### config.mk
export PLATFORM = sky130hd
export DESIGN_NAME = gba_bus_ctrl
export DESIGN_NICKNAME = d
export VERILOG_FILES = /design/src/rtl/gba_bus_pkg.sv /design/src/rtl/gba_lane_fmt.sv /design/src/rtl/gba_bus_ctrl.sv
export SDC_FILE = /design/constraint.sdc
export NUM_CORES = 1
export LEC_CHECK = 0
export CAP_MARGIN = 20
export CORE_MARGIN = 5
export CORE_UTILIZATION = 35
export CTS_BUF_LIST = sky130_fd_sc_hd__clkbuf_8
export DETAILED_ROUTE_END_ITERATION = 10
export MAX_ROUTING_LAYER = met4
export PLACE_DENSITY = 0.69
export SETUP_SLACK_MARGIN = 0.02
export SKIP_LAST_GASP = 1
export SYNTH_ARGS = -nofsm -noshare
export SYNTH_HDL_FRONTEND = slang
export SYNTH_SLANG_ARGS = --single-unit
export TNS_END_PERCENT = 1
### constraint.sdc
create_clock -name clk -period 4 [get_ports clk]
set_input_delay 0.8 -clock clk [delete_from_list [all_inputs] [get_ports clk]]
set_output_delay 0.8 -clock clk [all_outputs]
set_load 0.005 [all_outputs]
### src/rtl/gba_bus_pkg.sv
// Shared types and address-map constants for the GBA memory-side bus controller.
// Used by gba_bus_ctrl (optional GBA_BUS_ERR_EN error reporting) and gba_lane_fmt.
package gba_bus_pkg;

  typedef enum logic [1:0] {
    W_BYTE = 2'd0,
    W_HALF = 2'd1,
    W_WORD = 2'd2
  } width_e;

  typedef enum logic [1:0] {
    R_BIOS  = 2'd0,
    R_EWRAM = 2'd1,
    R_IWRAM = 2'd2,
    R_ROM   = 2'd3
  } region_e;

  typedef enum logic [1:0] {
    S_IDLE,
    S_WAIT,
    S_ACCESS,
    S_RESP
  } state_e;

  localparam logic [3:0] BASE_BIOS   = 4'h0;
  localparam logic [3:0] BASE_EWRAM  = 4'h2;
  localparam logic [3:0] BASE_IWRAM  = 4'h3;
  localparam logic [3:0] BASE_ROM_LO = 4'h8;
  localparam logic [3:0] BASE_ROM_HI = 4'hD;

  // Word-address masks; smaller regions mirror across their window.
  localparam logic [22:0] MASK_BIOS  = 23'h000FFF;
  localparam logic [22:0] MASK_EWRAM = 23'h00FFFF;
  localparam logic [22:0] MASK_IWRAM = 23'h001FFF;
  localparam logic [22:0] MASK_ROM   = 23'h7FFFFF;

  function automatic logic decode_mapped(input logic [3:0] nib);
    return (nib == BASE_BIOS) || (nib == BASE_EWRAM) || (nib == BASE_IWRAM) ||
           ((nib >= BASE_ROM_LO) && (nib <= BASE_ROM_HI));
  endfunction

  function automatic region_e decode_region(input logic [3:0] nib);
    region_e r;
    case (nib)
      BASE_BIOS:  r = R_BIOS;
      BASE_EWRAM: r = R_EWRAM;
      BASE_IWRAM: r = R_IWRAM;
      default:    r = R_ROM;
    endcase
    return r;
  endfunction

  function automatic logic [22:0] region_mask(input region_e r);
    logic [22:0] m;
    case (r)
      R_BIOS:  m = MASK_BIOS;
      R_EWRAM: m = MASK_EWRAM;
      R_IWRAM: m = MASK_IWRAM;
      default: m = MASK_ROM;
    endcase
    return m;
  endfunction

endpackage

### src/rtl/gba_lane_fmt.sv
// Combinational byte-lane steering: byte enables, store replication and load alignment.
// Shared between the CPU bus controller and the DMA engine.
module gba_lane_fmt
  import gba_bus_pkg::*;
(
  input  logic [1:0]  i_width,
  input  logic [1:0]  i_addr_lo,
  input  logic [31:0] i_wdata,
  input  logic [31:0] i_rdata,
  output logic [3:0]  o_be,
  output logic [31:0] o_wdata,
  output logic [31:0] o_rdata
);

  logic [63:0] w_dbl;
  logic [5:0]  w_sh;

  assign w_dbl = {i_rdata, i_rdata};
  assign w_sh  = {1'b0, i_addr_lo, 3'b000};

  always_comb begin
    o_be    = 4'hF;
    o_wdata = i_wdata;
    // Word loads rotate right so unaligned LDR matches ARM behaviour.
    o_rdata = w_dbl[w_sh +: 32];
    case (i_width)
      W_BYTE: begin
        o_be    = 4'b0001 << i_addr_lo;
        o_wdata = {4{i_wdata[7:0]}};
        o_rdata = {24'h0, w_dbl[w_sh +: 8]};
      end
      W_HALF: begin
        o_be    = 4'b0011 << {i_addr_lo[1], 1'b0};
        o_wdata = {2{i_wdata[15:0]}};
        o_rdata = {16'h0, (i_addr_lo[1] ? i_rdata[31:16] : i_rdata[15:0])};
      end
      default: ;
    endcase
  end

endmodule

### src/rtl/gba_bus_ctrl.sv
// GBA bus controller: one outstanding CPU request, region decode, wait states, lane steering.
// Define GBA_BUS_ERR_EN to add bus_err/err_addr reporting of unmapped and read-only writes.
module gba_bus_ctrl
  import gba_bus_pkg::*;
#(
  parameter int WS_BIOS  = 0,
  parameter int WS_EWRAM = 2,
  parameter int WS_IWRAM = 0,
  parameter int WS_ROM   = 4,
  parameter int WS_W     = 4
) (
  input  logic        clk,
  input  logic        rstn,
  input  logic [31:0] cpu_addr,
  input  logic [31:0] cpu_wdata,
  input  logic [1:0]  cpu_width,
  input  logic        cpu_read,
  input  logic        cpu_write,
  output logic [31:0] cpu_rdata,
  output logic        cpu_ok,
  output logic        ram_en,
  output logic        ram_we,
  output logic [1:0]  ram_region,
  output logic [22:0] ram_addr,
  output logic [3:0]  ram_be,
  output logic [31:0] ram_wdata,
  input  logic [31:0] ram_rdata
`ifdef GBA_BUS_ERR_EN
  ,
  output logic        bus_err,
  output logic [31:0] err_addr
`endif
);

  state_e          r_state;
  state_e          w_next;
  logic [WS_W-1:0] r_cnt;
  logic [31:0]     r_addr;
  logic [31:0]     r_wdata;
  logic [1:0]      r_width;
  logic            r_write;

  logic            w_req;
  logic [WS_W-1:0] w_ws;
  logic            w_mapped;
  region_e         w_region;
  logic            w_ram_ok;
  logic [3:0]      w_be;
  logic [31:0]     w_wdata_rep;
  logic [31:0]     w_rdata_fmt;

  assign w_req = cpu_read | cpu_write;

  // Wait states come from the incoming address; unmapped space costs none.
  always_comb begin
    w_ws = '0;
    if (decode_mapped(cpu_addr[27:24])) begin
      case (decode_region(cpu_addr[27:24]))
        R_BIOS:  w_ws = WS_W'(WS_BIOS);
        R_EWRAM: w_ws = WS_W'(WS_EWRAM);
        R_IWRAM: w_ws = WS_W'(WS_IWRAM);
        default: w_ws = WS_W'(WS_ROM);
      endcase
    end
  end

  assign w_mapped = decode_mapped(r_addr[27:24]);
  assign w_region = decode_region(r_addr[27:24]);
  assign w_ram_ok = w_mapped &&
                    !(r_write && ((w_region == R_BIOS) || (w_region == R_ROM)));

  gba_lane_fmt u_lane_fmt (
    .i_width   (r_width),
    .i_addr_lo (r_addr[1:0]),
    .i_wdata   (r_wdata),
    .i_rdata   (ram_rdata),
    .o_be      (w_be),
    .o_wdata   (w_wdata_rep),
    .o_rdata   (w_rdata_fmt)
  );

  always_ff @(posedge clk or negedge rstn) begin
    if (!rstn) begin
      r_state <= S_IDLE;
      r_cnt   <= '0;
    end else begin
      r_state <= w_next;
      if (r_state == S_IDLE && w_req)
        r_cnt <= w_ws;
      else if (r_state == S_WAIT)
        r_cnt <= r_cnt - 1'b1;
    end
  end

  // Request fields are frozen at acceptance; cpu_* is ignored until IDLE again.
  always_ff @(posedge clk) begin
    if (r_state == S_IDLE && w_req) begin
      r_addr  <= cpu_addr;
      r_wdata <= cpu_wdata;
      r_width <= cpu_width;
      r_write <= cpu_write;
    end
  end

  always_comb begin
    w_next     = r_state;
    cpu_ok     = 1'b0;
    cpu_rdata  = '0;
    ram_en     = 1'b0;
    ram_we     = 1'b0;
    ram_region = '0;
    ram_addr   = '0;
    ram_be     = '0;
    ram_wdata  = '0;
    case (r_state)
      S_IDLE: begin
        if (w_req)
          w_next = (w_ws == '0) ? S_ACCESS : S_WAIT;
      end
      S_WAIT: begin
        if (r_cnt <= WS_W'(1))
          w_next = S_ACCESS;
      end
      S_ACCESS: begin
        w_next = S_RESP;
        if (w_ram_ok) begin
          ram_en     = 1'b1;
          ram_we     = r_write;
          ram_region = w_region;
          ram_addr   = r_addr[24:2] & region_mask(w_region);
          ram_be     = w_be;
          ram_wdata  = w_wdata_rep;
        end
      end
      S_RESP: begin
        w_next = S_IDLE;
        cpu_ok = 1'b1;
        if (w_mapped && !r_write)
          cpu_rdata = w_rdata_fmt;
      end
      default: w_next = S_IDLE;
    endcase
  end

`ifdef GBA_BUS_ERR_EN
  assign bus_err = (r_state == S_RESP) && !w_ram_ok;

  always_ff @(posedge clk or negedge rstn) begin
    if (!rstn)
      err_addr <= '0;
    else if (r_state == S_ACCESS && !w_ram_ok)
      err_addr <= r_addr;
  end
`else
  logic w_unused_addr_hi;
  assign w_unused_addr_hi = ^r_addr[31:28];
`endif

endmodule

Yosys cells after proc, flatten, opt, wreduce, memory -nomap -nowiden
Cells that the tools add are included.
W data, S select, Z words.
{"block": "word_totals", "regBits": 69, "input_bits": 102, "output_inout_bits": 96, "elab_cells": 91}
{"block": "classes", "n_addsub": 1, "order_cmp": 5, "n_eq_ne": 15, "shift": 4, "n_mux": 33, "n_bitwise": 2, "n_reduce_logical": 25}
{"cell": "$mux W32", "n": 4}
{"cell": "$pmux W32 S2", "n": 2}
{"cell": "$mux W23", "n": 4}
{"cell": "$pmux W23 S3", "n": 1}
{"cell": "$shiftx A64 B6 Y32", "n": 1}
{"cell": "$shiftx A64 B6 Y8", "n": 1}
{"cell": "$and A23 B23 Y23", "n": 1}
{"cell": "$mux W4", "n": 5}
{"cell": "$eq A4 B2 Y1 const B", "n": 4}
{"cell": "$mux W16", "n": 1}
{"cell": "$logic_not A4 Y1", "n": 3}
{"cell": "$mux W2", "n": 6}
{"cell": "$pmux W2 S3", "n": 2}
{"cell": "$eq A2 B2 Y1 const B", "n": 5}
{"cell": "$eq A2 B1 Y1 const B", "n": 4}
{"cell": "$ge A4 B4 Y1 const B", "n": 2}
{"cell": "$le A4 B4 Y1 const B", "n": 2}
{"cell": "$logic_not A2 Y1", "n": 4}
{"cell": "$pmux W2 S4", "n": 1}
{"cell": "$pmux W4 S2", "n": 1}
{"cell": "$logic_or A1 B1 Y1", "n": 7}
{"cell": "$logic_and A1 B1 Y1", "n": 6}
{"cell": "$pmux W3 S2", "n": 1}
{"cell": "$mux W1", "n": 5}
{"cell": "11 further kinds", "n": 12}

Logic depth before layout (Yosys ltp)
Gate-level depths: netlist of the first run.
{"block": "depth", "depth_word": 13, "ltp_mapped": 8, "ltp_nobuf": 7}

By module
A second synthesis of the first run with hierarchy kept.
{"block": "unflattened", "cells_unflattened": 373, "hier_area_um2": 4709.5}
{"mod": "gba_bus_ctrl", "n_inst": 1, "cells_each": 229, "area_per_inst_um2": 3131.8, "seq_area_each_um2": 2042.0}
{"mod": "gba_lane_fmt", "n_inst": 1, "cells_each": 144, "area_per_inst_um2": 1577.8, "seq_area_each_um2": 0.0}

Worst setup path before layout of the first run
Ideal clock, no wire load.
{"block": "synth_timing", "kind": "input-to-reg", "from": "in cpu_write", "to": "reg r_cnt[1]", "setup_ns": 0.234, "t_arrival_ns": 3.058, "t_required_ns": 3.766, "slack_ns": 0.708, "cell_stages": 4, "n_path_buf": 1, "path_cell_list": "nor2_1 > nor2b_1 > clkbuf_1 > o21ai_0"}
{"block": "synth_via", "elab_chain_cells": 3, "elab_cells_between_ends": 4, "cone_classes": "1 x mux; 1 x bitwise; 2 x reduce/logical"}
{"item": "start, declared", "line_no": "gba_bus_ctrl.sv:18", "source": "input logic cpu_write,"}
{"item": "$or A1 B1 Y1 *", "line_no": "gba_bus_ctrl.sv:52", "source": "assign w_req = cpu_read | cpu_write;"}
{"item": "$logic_and A1 B1 Y1 *", "line_no": "gba_bus_ctrl.sv:88", "source": "if (r_state == S_IDLE && w_req)"}
{"item": "$mux W4 or $reduce_bool A2 Y1 (tied branches)"}
{"item": "end signal, assigned", "line_no": "gba_bus_ctrl.sv:89", "source": "r_cnt <= w_ws;"}
{"item": "end signal, assigned", "line_no": "gba_bus_ctrl.sv:91", "source": "r_cnt <= r_cnt - 1'b1;"}
{"item": "end, declared", "line_no": "gba_bus_ctrl.sv:37", "source": "logic [WS_W-1:0] r_cnt;"}
Every way passes the cells marked *; elsewhere a longest branch is shown, timed or not.
A chain may end at the register's enable or synchronous reset.

Final worst setup path of the first run
{"block": "layout_timing", "from": "reg r_addr[25]", "to": "out ram_addr[12]"}
{"block": "layout_via", "elab_chain_cells": 9, "elab_cells_between_ends": 24, "cone_classes": "2 x order compare; 5 x eq/ne; 6 x mux; 1 x bitwise; 10 x reduce/logical"}
{"item": "start, declared", "line_no": "gba_bus_ctrl.sv:38", "source": "logic [31:0] r_addr;"}
{"item": "start signal, assigned", "line_no": "gba_bus_ctrl.sv:98", "source": "r_addr <= cpu_addr;"}
{"item": "$eq A4 B2 Y1 or $logic_not A4 Y1 (tied branches)", "line_no": "gba_bus_pkg.sv:38, gba_bus_pkg.sv:44"}
{"item": "$pmux W2 S3", "line_no": "gba_bus_pkg.sv:44", "source": "case (nib)"}
{"item": "$eq A2 B2 Y1, or another cell as far along", "line_no": "gba_bus_pkg.sv:55", "source": "case (r)"}
{"item": "$pmux W23 S3 or $logic_or A1 B1 Y1 (tied branches)", "line_no": "gba_bus_pkg.sv:55, gba_bus_ctrl.sv:70"}
{"item": "$mux W23 or $logic_and A1 B1 Y1 (tied branches)", "line_no": "gba_bus_ctrl.sv:126, gba_bus_ctrl.sv:70"}
{"item": "$mux W23 or $logic_not A1 Y1 (tied branches)", "line_no": "gba_bus_ctrl.sv:115, gba_bus_ctrl.sv:70"}
{"item": "$and A23 B23 Y23 or $logic_and A1 B1 Y1 (tied branches)", "line_no": "gba_bus_ctrl.sv:130, gba_bus_ctrl.sv:69"}
{"item": "$mux W23 *", "line_no": "gba_bus_ctrl.sv:126", "source": "if (w_ram_ok) begin"}
{"item": "$mux W23 *", "line_no": "gba_bus_ctrl.sv:115", "source": "case (r_state)"}
{"item": "end, declared", "line_no": "gba_bus_ctrl.sv:24", "source": "output logic [22:0] ram_addr,"}
Every way passes the cells marked *; elsewhere a longest branch is shown, timed or not. The select of a mux whose other input is x is not followed.

==> flow_summary_export.csv, run 1 <==
group,metric,value,unit
status,status,"finished, final reports clean",
pwr,p_sw_frac,0.3427,
pwr,fin_total_pwr,3.217,mW
grt,grtUsageTotal,0.1768,
floorplan,die_w,122,um
logic_synthesis,synth_area_per_cell,11.00,um^2
pwr,p_leak,2.446,nW
logic_synthesis,ys.flop_type,"edfxtp_1",
pwr,p_per_area,483.4,nW/um^2
drt,wl,12820,um
placement,finalWeightedCongestion,0.8134,
pwr,p_int,2.114,mW
grt,grt_pass1_wl,20100,um
cells_and_area,layout.nets,690,
cells_and_area,fillers,1073,
floorplan,rows,41,
sta,rsz0062_at_grt,"no",
cells_and_area,antenna_cells,0,
placement,hpwl,9518,um
floorplan,initial_utilization,0.3522,
cells_and_area,drive_above_1_share,0.1179,
drt,remaining_drc_errors,0,
worst_setup_path,timing.critical_path.from_type,"flop",
cts,htreeDepth,3,
cts,clkSinkCount,69,
worst_setup_path,cp.required,3.20,ns
cts,clk_pin_slew,0.07,ns
placement,port_buffers,193,
logic_synthesis,synth-edff-count,63,
cts,root_buffer,"clkbuf_8",
sta,period_needed,3.865,ns
logic_synthesis,yosysMostFrequentCell,"nor2_1",
worst_setup_path,end_kind,"output pin",
placement,pre_cts_ws,0.4252,ns
worst_setup_path,criticalPathCategory,"flop to output pin",
drt,wire_per_inst,16.93,um
sta,slew_violations,0,
floorplan,core,12470,um^2
sta,period_share,0.9662,
drt,drtIter0Drc,241,
logic_synthesis,netlist_instances,399,
cts,cts_buffers,9,
pwr,power_frac_seq,0.349,
sta,slew_headroom,0.5530,
sta,tns,0,ns
floorplan,die_y,122,um
logic_synthesis,netlist_area,4390,um^2
sta,tightest_slew,0.6681,ns
floorplan,die-area,14880,um^2
logic_synthesis,syn_nets,509,
grt,grt.overflow.total,0,
sta,hold_violations,0,
grt,antenna_found_initial,0,
cells_and_area,area_growth,51.58,%
pwr,comb_power_share,0.461,
pwr,ir_worst_vdd,0.0002693,V
drt,via_per_inst,5.016,
cts,cts.path.max_buffers,2,
sta,max_freq,258.8,MHz
grt,grt_max_degree,76,
cts,cts_tree,"yes",
sta,skew,0.01818,ns
logic_synthesis,synth_area_leader_cell,"edfxtp_1",
grt,grt_pass1_vias,3969,
logic_synthesis,synth_cell_types,42,
worst_setup_path,crit_path_max_fanout,31,
logic_synthesis,async_flop_share,0.08696,
logic_synthesis,ys_ff_latch,69,
logic_synthesis,ys_top_cells_by_area,"edfxtp_1, mux2i_1, mux2_2, nor2_1, a211oi_2",
floorplan,ioPinCount,198,
pwr,pwr-share-clk,0.190,
worst_setup_path,critPathArrivalTime,3.06,ns
drt,vias,3797,
logic_synthesis,synth_common_cells,"nor2_1, edfxtp_1, mux2i_1, mux2_2, and2_1",
cts,clk_latency,0.35,ns
drt,detail-route-antenna-nets,0,
logic_synthesis,synth_top_area_share,0.4309,
logic_synthesis,synth-seq-area-share,0.4651,
pwr,p_switching,1.102,mW
logic_synthesis,ys.warnings.count,0,
hold_path,hp-class,"flop to flop",
job,drv_cap,0,
drt,first_pass_iters,4,
sta,fin_ws,0.1354,ns
sta,setup_viol,0,
[state kept, by name, indices dropped and copies added, names as in the netlist]
register	count
r_addr	28
r_cnt	4
r_wdata	32
r_state	2
r_width	2
r_write	1
[path summary, 6_finish.rpt]
check	slack [ns]	from	to	depth (start not counted)
min	0.57	r_cnt[3]	r_cnt[3]	2
min in group asynchronous	0.69	rstn	r_cnt[2]	1
max in group asynchronous	3.09	rstn	r_cnt[0]	1
max reg2reg	2.26	r_state[0]	r_addr[16]	4
max	0.14	r_addr[25]	ram_addr[12]	8
min reg2reg	0.57	r_cnt[3]	r_cnt[3]	2
[kinds of logic (layout without fill, tap and decap cells)]
group                    count (synthesis)  count (layout)  share of synthesized area
buffers and inverters                   41             227                    0.05243
adder cells (fa/ha/maj)                  8               8                    0.02280
flip-flops                              69              69                     0.4651
AO/OA/AOI/OAI                           86              86                     0.1465
AND/OR/NAND/NOR                        125             125                     0.1453
XOR/XNOR                                 3               3                   0.005986
multiplexers                            67              67                     0.1619
[critical path: stages (launching register included)]
cell	delay (ns)
edfxtp_1	0.45
nor2b_1	0.17
or4_4	0.51
ha_1	0.29
nand2b_1	0.15
nand3_4	0.10
buf_4	0.26
nor3b_1	0.25
clkdlybuf4s50_1	0.54
[layout by cell type (no fill, tap or decap), drive strengths merged, types with 5 or more instances in the layout]
master / n
mux2i: 41
and3: 10
clkinv: 5
edfxtp: 63
a211oi: 31
nor2b: 5
mux2: 26
inv: 10
clkdlybuf4s50: 193
clkbuf: 9
nor2: 64
a21oi: 21
dfrtp: 6
buf: 8
nand2: 11
o21ai: 15
o31a: 7
a22oi: 8
ha: 8
and2: 22
[timing repair]
item	in CTS	in global routing
endpoints found under the setup margin	4	0
gates resized for setup	1	0
hold buffers	0	0
setup buffers	0	0
hold endpoints to repair	0	0
[area by class of cell]
| class | count | area, um^2 | share of cell area |
|---|---|---|---|
| well taps | 172 | 215.2 | 0.03234 |
| repair buffers | 201 | 2017 | 0.3031 |
| clock inverters | 7 | 88.84 | 0.01335 |
| clock buffers | 9 | 123.9 | 0.01861 |
| flip-flops and latches | 69 | 2042 | 0.3068 |
| inverters | 10 | 40.04 | 0.006016 |
| multi-input cells | 289 | 2128 | 0.3198 |
[power groups by stage]
stage | clock, mW | sequential, mW | combinational [mW]
CTS | 0.626 | 1.12 | 1.50
finish | 0.613 | 1.12 | 1.48
global route | 0.657 | 1.14 | 1.63
global placement | 0 | 1.13 | 1.46
floorplan | 0 | 1.12 | 0.884
detailed placement | 0 | 1.14 | 1.49
[layer usage]
metal	GRT usage	share of wire	wire, um	vias to the layer above
met1	0.2011	0.41	5257	1828
met2	0.3052	0.51	6535	134
met4	0.05112	0.013	165	0
li1	-	-	-	1821
met5	-	0	0	-
met3	0.04875	0.067	859	14
[metrics by stage]
| stage | hold WS [ns] | utilization | cells | area, um^2 |
|---|---|---|---|---|
| 2_1_floorplan | 0.5044 | - | 399 | 4390 |
| 3_3_place_gp | 0.5300 | 0.5166 | 741 | 6440 |
| 3_5_place_dp | 0.5501 | 0.5166 | 741 | 6440 |
| 4_1_cts | 0.5701 | 0.5339 | 757 | 6655 |
| 5_1_grt | 0.6115 | 0.5339 | 757 | 6655 |
| 6_report | 0.5686 | 0.5339 | 757 | 6655 |
No activity file was read; power rests on OpenSTA's default activity.
==> run 2: changes to the inputs <==
ABC_CLOCK_PERIOD_IN_PS = 4000   (was default)
GPL_TIMING_DRIVEN = 1   (was default)
==> results of run 2 <==
Same layout as run 1: the final DEF is identical, and so are final timing and power.
==> run 3: changes to the inputs <==
ABC_CLOCK_PERIOD_IN_PS = 4900   (was 4000)
TNS_END_PERCENT = 50   (was 1)
clock period = 4.9 ns   (was 4 ns; I/O delays follow)
==> flow_summary_export.csv, run 3 (same netlist as run 1, synthesis figures left out) <==
group,metric,value,unit
drt,detail-route-antenna-nets,0,
floorplan,initial_utilization,0.3522,
worst_setup_path,cp.required,3.92,ns
floorplan,die_w,122,um
cts,clk_pin_slew,0.07,ns
cts,root_buffer,"clkbuf_8",
cells_and_area,fillers,1104,
placement,dp.cells,739,
cells_and_area,layout.nets,688,
hold_path,hp-class,"flop to flop",
cells_and_area,instances_no_fill,754,
floorplan,die-area,14880,um^2
pwr,fin_total_pwr,2.492,mW
grt,grt.overflow.total,0,
cts,ctsResizeCount,0,
cts,cts_setup_buffers,0,
drt,vias,3759,
cells_and_area,area_growth,49.93,%
sta,period_needed,4.528,ns
pwr,ir_worst_vdd,0.0002451,V
cells_and_area,layout_commonest_cell,"clkdlybuf4s50_1",
sta,skew,0.01419,ns
cts,clk_latency,0.34,ns
grt,grtUsageTotal,0.1740,
grt,grt_pass1_wl,19800,um
cts,cts.path.max_buffers,2,
drt,first_pass_iters,4,
floorplan,core,12470,um^2
worst_setup_path,end_kind,"output pin",
cells_and_area,largest_reg_flops,32,
worst_setup_path,criticalPathCategory,"flop to output pin",
drt,wl,12810,um
worst_setup_path,critPathArrivalTime,3.55,ns
cells_and_area,antenna_cells,0,
grt,grt_pass1_vias,3965,
placement,port_buffers,193,
floorplan,ioPinCount,198,
placement,finalWeightedCongestion,0.8266,
floorplan,die_y,122,um
cells_and_area,largestRegisters,"r_wdata (32), r_addr (28), r_cnt (4)",
drt,wire_per_inst,16.99,um
drt,remaining_drc_errors,0,
sta,slew_violations,0,
status,status,"finished, final reports clean",
sta,tightest_slew,0.9630,ns
grt,antenna_found_initial,0,
sta,slew_headroom,0.3566,
worst_setup_path,rr_startpoint,"r_state[0]",
placement,hpwl,9324,um
cells_and_area,top_register,"r_wdata",
drt,via_per_inst,4.985,
floorplan,rows,41,
cts,htreeDepth,3,
drt,drtIter0Drc,239,
worst_setup_path,timing.critical_path.from_type,"flop",
sta,rsz0062_at_grt,"no",
cells_and_area,layout_common_cells,"clkdlybuf4s50_1, nor2_1, edfxtp_1, mux2i_1, mux2_2",
sta,period_share,0.9241,
pwr,p_leak,2.418,nW
sta,tns,0,ns
cts,postCtsHoldBufs,0,
cts,clkSinkCount,69,
job,drv_cap,0,
sta,hold_violations,0,
cts,cts_buffers,9,
pwr,p_per_area,378.6,nW/um^2
grt,grt_max_degree,77,
sta,max_freq,220.8,MHz
worst_setup_path,crit_path_max_fanout,32,
hold_path,min_from,"r_cnt[3]",
worst_setup_path,startpoint,"r_addr[25]",
cells_and_area,drive_above_1_share,0.1151,
sta,hold_ws,0.5586,ns
cts,cts_tree,"yes",
sta,setup_viol,0,
==> run 3: cell count changes in the layout (fill, tap and decap cells not counted), moves of 2 or more <==
cell	change
clkinv_1	-3
bufinv_16	-2
clkinv_2	+2
buf_4	-2
inv_1	+2
==> run 3: where the power goes <==
part / internal (mW) / total [mW] / leakage (nW) / switching [mW]
Combinational: 0.595 / 1.20 / 1.67 / 0.603
Sequential: 0.840 / 0.914 / 0.662 / 0.0734
Clock: 0.176 / 0.381 / 0.0874 / 0.205
Total: 1.61 / 2.49 / 2.42 / 0.881
==> run 3: layer usage <==
metal  vias up  track usage  wire length [um]
met5         -            -                 0
met4         0      0.05322               178
met3        17      0.04410               884
met2       131       0.3049              6459
met1      1791       0.1955              5288
li1       1820            -                 -
==> run 3: path summary, 6_finish.rpt <==
path	endpoint	slack (ns)	cells past startpoint
worst min register to register	r_cnt[3]	0.56	2
worst max register to register	r_wdata[30]	2.71	4
min in group asynchronous	r_cnt[2]	0.88	1
worst max-delay path	ram_addr[22]	0.37	8
worst min-delay path	r_cnt[3]	0.56	2
max in group asynchronous	r_cnt[3]	3.79	1
==> run 3: cell type report <==
| cell class | instances | area, um^2 | area share |
|---|---|---|---|
| inverter | 10 | 37.54 | 0.005702 |
| tap | 172 | 215.2 | 0.03269 |
| timing repair buffer | 199 | 2002 | 0.3041 |
| clock buffer | 9 | 123.9 | 0.01882 |
| clock inverter | 6 | 33.78 | 0.005132 |
| multi-input combinational | 289 | 2128 | 0.3233 |
| sequential | 69 | 2042 | 0.3102 |
==> run 3: through the flow <==
stage | instance area (um^2) | util | setup slack, ns
2_1_floorplan | 4390 | - | 1.428
3_3_place_gp | 6425 | 0.5154 | 0.7132
3_5_place_dp | 6425 | 0.5154 | 0.7061
4_1_cts | 6583 | 0.5281 | 0.3267
5_1_grt | 6583 | 0.5281 | 0.1613
6_report | 6583 | 0.5281 | 0.3719
==> run 3: worst max-delay path, stage by stage, from the launching register on <==
cell	delay, ns
edfxtp_1	0.46
nor2b_1	0.17
or4_4	0.52
ha_1	0.29
nand2b_1	0.14
nand3_4	0.34
inv_2	0.53
and3_1	0.23
clkdlybuf4s50_1	0.53
